File: src/rtl/serial_add_pkg.sv
// serial_add_pkg: shared FSM encoding, default width and counter-width helper for serial_add_accum
package serial_add_pkg;
  typedef enum logic [1:0] {IDLE, SHIFT, DONE} state_t;
  localparam int DEFAULT_WIDTH = 8;
  function automatic int cnt_w(input int width);
    return $clog2(width);
  endfunction
endpackage

File: src/rtl/serial_add_accum_ha_cell.sv
// ha_cell: single half-adder cell, two of them plus a carry flop make the serial full adder
module ha_cell (
  input  logic a,
  input  logic b,
  output logic sum,
  output logic carry
);
  assign sum   = a ^ b;
  assign carry = a & b;
endmodule

File: src/rtl/serial_add_accum.sv
// serial_add_accum: LSB-first bit-serial adder with done pulse; SERIAL_ADD_SATURATE_EN clamps result to all-ones on carry
module serial_add_accum
  import serial_add_pkg::*;
#(
  parameter int WIDTH = DEFAULT_WIDTH
) (
  input  logic             clk,
  input  logic             rst,
  input  logic             ena,
  input  logic             start,
  input  logic             bit_valid,
  input  logic             a_bit,
  input  logic             b_bit,
  output logic             busy,
  output logic             done,
  output logic [WIDTH-1:0] result,
  output logic             carry_out
);
  localparam int CW = cnt_w(WIDTH);
  state_t r_state, w_next;
  logic r_carry;
  logic [CW-1:0] r_cnt;
  logic [WIDTH-2:0] r_sr;
  logic [WIDTH-1:0] w_sh, w_res;
  logic w_s0, w_c0, w_sum, w_c1, w_carry_next, w_accept, w_last;
  ha_cell u_ha0 (.a(a_bit), .b(b_bit), .sum(w_s0), .carry(w_c0));
  ha_cell u_ha1 (.a(w_s0), .b(r_carry), .sum(w_sum), .carry(w_c1));
  assign w_carry_next = w_c0 | w_c1;
  assign w_accept     = (r_state == SHIFT) && bit_valid;
  assign w_last       = r_cnt == CW'(WIDTH - 1);
  // the newest sum bit completes the word on the final accept, so result is taken from the shift input
  assign w_sh         = {w_sum, r_sr};
`ifdef SERIAL_ADD_SATURATE_EN
  assign w_res = w_carry_next ? '1 : w_sh;
`else
  assign w_res = w_sh;
`endif
  assign busy = r_state != IDLE;
  assign done = r_state == DONE;
  always_comb begin
    w_next = r_state;
    case (r_state)
      IDLE:    w_next = start ? SHIFT : IDLE;
      SHIFT:   w_next = (w_accept && w_last) ? DONE : SHIFT;
      default: w_next = IDLE;
    endcase
  end
  always_ff @(posedge clk or posedge rst)
    if (rst) r_state <= IDLE;
    else if (ena) r_state <= w_next;
  always_ff @(posedge clk or posedge rst) begin
    if (rst) begin
      r_carry   <= 1'b0;
      r_cnt     <= '0;
      r_sr      <= '0;
      result    <= '0;
      carry_out <= 1'b0;
    end else if (ena) begin
      if (r_state == IDLE && start) begin
        r_carry <= 1'b0;
        r_cnt   <= '0;
        r_sr    <= '0;
      end else if (w_accept) begin
        r_carry <= w_carry_next;
        r_cnt   <= r_cnt + CW'(1);
        r_sr    <= w_sh[WIDTH-1:1];
        if (w_last) begin
          result    <= w_res;
          carry_out <= w_carry_next;
        end
      end
    end
  end
endmodule
File: config.mk
export PLATFORM = sky130hd
export DESIGN_NAME = serial_add_accum
export DESIGN_NICKNAME = d
export VERILOG_FILES = /design/src/rtl/serial_add_pkg.sv /design/src/rtl/serial_add_accum_ha_cell.sv /design/src/rtl/serial_add_accum.sv
export SDC_FILE = /design/constraint.sdc
export NUM_CORES = 1
export LEC_CHECK = 0
export ABC_AREA = 1
export CAP_MARGIN = 20
export CORE_MARGIN = 2
export CORE_UTILIZATION = 53
export CTS_BUF_LIST = sky130_fd_sc_hd__clkbuf_4
export CTS_CLUSTER_SIZE = 40
export DETAILED_ROUTE_END_ITERATION = 10
export HOLD_SLACK_MARGIN = 0.02
export PLACE_DENSITY = 0.78
export SLEW_MARGIN = 20
export SYNTH_ARGS = -nofsm -noshare
export SYNTH_HDL_FRONTEND = slang
export SYNTH_SLANG_ARGS = --single-unit
File: constraint.sdc
create_clock -name clk -period 1.7 [get_ports clk]
set_clock_uncertainty 0.15 [all_clocks]
set_input_delay 0.425 -clock clk [delete_from_list [all_inputs] [get_ports clk]]
set_output_delay 0.425 -clock clk [all_outputs]
set_load 0.005 [all_outputs]
==> flow_summary.yaml <==
die:
  die_area_um2: 2190
  rows: 15
  coreArea_um2: 1730
  pin_count: 18
  die-width_um: 46.8
  start_util_pct: 56.2
  die_h_um: 46.8
clock_network:
  numCtsBuffers: 3
  cts_tree: "built"
  h-tree-depth: 1
  cts_root_buffer: "clkbuf_4"
  clk_latency_ns: 0.31
  clock_path_buffers: 2
  cts.sinks: 22
  ctsHoldBuffers: 0
  clk_pin_slew_worst_paths_ns: 0.12
finish:
  drive_gt1_share_pct: 22.9
  utilization_pct: 76.5
  area_growth_pct: 36.3
  diodes: 0
  final_nets: 155
routing:
  wl_per_cell_um: 11.5
  vias: 818
  drtIter0Drc: 28
  routed_wl_um: 1950
  drcViolationCount: 0
  detail-route-antenna-nets: 0
  drt_first_pass_iters: 4
  via_per_inst: 4.84
critical_path:
  r2r_start: "r_state[1]"
  crit_type: "flip-flop to primary output"
  cp_max_fo: 3
  crit_slowest_cell: "dfrtp_1"
  rr_worst_depth: 10
  r2r-end: "r_sr[0]"
  arrival_ns: 1.06
  end_kind: "primary output"
  cpPeakStageDelay_ns: 0.47
  worstSetupStartpointType: "flip-flop"
  path_cells: "nor2_4 -> inv_1 -> buf_2"
  crit_path_start: "r_state[1]"
  rrSetupSlack_ns: 0.07
  critPathRequiredTime_ns: 1.12
placed_design:
  portBuffers: 17
  dp_hpwl_um: 1290
  gp_congestion: 0.753
logic_synthesis:
  netlist_area_um2: 970
  seq_area_frac_synth_pct: 56.8
  ys_types: 17
  syn-num-nets: 120
  syn_avg_cell_area_um2: 8.82
  ys.warnings.count: 0
  syn_inst: 110
  synth-seq-cells: 22
job:
  maxCapViolations: 0
grt:
  grt_pass1_vias: 753
  grt_pass1_wl_um: 3220
  antenna_found_initial: 0
  track_usage_pct: 21.3
  overflow: 0
  grt_start_max_net_pins: 23
pwr:
  vdd_drop_max_mv: 0.668
  leakage_nw: 0.777
  power.total_mw: 1.23
  p_per_area_nw_per_um2: 928
timing:
  finalSetupViolCount: 0
  worst_slew_pin_slew_ns: 0.280
  drv_slew: 0
  period_share_pct: 96.3
  hold_viol_final: 0
  fmax_mhz: 611
  maxSlewHeadroom_pct: 81.3
  layout_min_cycle_time_ns: 1.64
worst_hold_path:
  hp-class: "input pin to asynchronous set/reset pin"
run_status:
  status: "completed"
-- layer usage --
layer  GRT usage [%]  up-vias  part of all wire (%)
li1                -      411                     -
met1            27.7      383                    46
met2            33.4       18                    49
met3            4.23        6                   3.6
met4            12.2        0                   1.9
met5               0        -                     0
-- timing repair --
| action | in CTS | in global routing |
|---|---|---|
| cloned | 0 | 0 |
| pin swaps | 1 | 0 |
| buffers inserted | 10 | 1 |
| gates resized for setup | 15 | 9 |
| setup endpoints to repair | 11 | 13 |
-- synth_stat cells --
library cell   n  area share (%)
nand2_1       56              22
dfrtp_1       22              57
nand3_1        9             4.6
inv_1          6             2.3
ha_1           2             2.6
nor2_1         2            0.77
o21ai_0        2             1.0
or2_2          2             1.3
buf_2          1            0.52
buf_6          1             1.2
clkinv_1       1            0.39
fa_1           1             2.1
nand3_2        1             1.0
nand4_1        1            0.65
nand4_2        1             1.3
nor2_2         1            0.65
nor2_4         1             1.2
-- placed cells by master, fill, tap and decap left out --
| cell | instances |
|---|---|
| nand3_2 | 1 |
| nand2_2 | 1 |
| fa_1 | 1 |
| clkdlybuf4s50_1 | 6 |
| inv_2 | 1 |
| nand4_2 | 1 |
| nor2_1 | 1 |
| nand2_4 | 1 |
| or2_2 | 2 |
| nor2_2 | 1 |
| dlygate4sd2_1 | 9 |
| nand2_1 | 54 |
| nand4_1 | 1 |
| buf_4 | 15 |
| buf_2 | 1 |
| dfrtp_1 | 21 |
| ha_1 | 2 |
| dfrtp_2 | 1 |
| inv_1 | 5 |
| nor2_4 | 2 |
| o21ai_0 | 2 |
| clkinvlp_4 | 1 |
| nand3_1 | 9 |
| clkbuf_2 | 1 |
| bufinv_16 | 1 |
| clkbuf_4 | 3 |
-- worst max-delay path: cells and delay by family (launching register included) --
family	cells	cell delay, ns
AND/OR/NAND/NOR	1	0.11
buffers and inverters	2	0.17
flip-flops	1	0.47
-- worst max path at each step --
stage | slack (ns) | cells past startpoint | to
after global routing | -0.007 | 10 | r_cnt[0]
after floorplan | 0.39 | 3 | result[7]
after detailed placement | -0.17 | 6 | r_sr[2]
final | 0.06 | 3 | busy
after CTS | 0.001 | 3 | done
after global placement | -0.13 | 6 | r_cnt[0]
-- kinds of logic (layout without fill, tap and decap cells) --
group / after synthesis / count (layout) / synth area share, %
compound gates: 2 / 2 / 1.03
fa+ha+maj: 3 / 3 / 4.64
buf+inv: 9 / 43 / 4.39
flops: 22 / 22 / 56.8
simple gates: 74 / 74 / 33.2
-- per-stage QoR --
step	setup TNS, ns	hold WS (ns)	setup WS, ns	cell area (um2)	instances
6_report	0	0.274	0.0626	1320	169
5_1_grt	-0.0234	0.304	-0.00687	1320	169
4_1_cts	0	0.285	0.00117	1300	168
3_5_place_dp	-1.98	0.307	-0.174	1180	154
3_3_place_gp	-1.47	0.304	-0.126	1180	154
2_1_floorplan	0	0.264	0.391	970	110
-- layout make-up --
cell class | count | area, um2
clock inverter | 1 | 30.0
fill | 131 | 405
timing repair buffer | 32 | 262
inverter | 7 | 30.0
sequential | 22 | 552
tap | 25 | 31.3
clock buffer | 3 | 22.5
multi-input combinational | 79 | 394
-- power breakdown --
part | internal [mW] | switching [mW] | total [mW] | leakage, nW
logic | 0.102 | 0.106 | 0.207 | 0.449
registers | 0.576 | 0.0427 | 0.619 | 0.300
clock network | 0.239 | 0.161 | 0.400 | 0.0279
-- sequential cells by signal (all words and copies together) (netlist names) --
| register | flops |
|---|---|
| r_sr | 7 |
| carry_out | 1 |
| r_cnt | 3 |
| r_carry | 1 |
| result | 8 |
| r_state | 2 |
No activity file was read; power rests on OpenSTA's default activity.
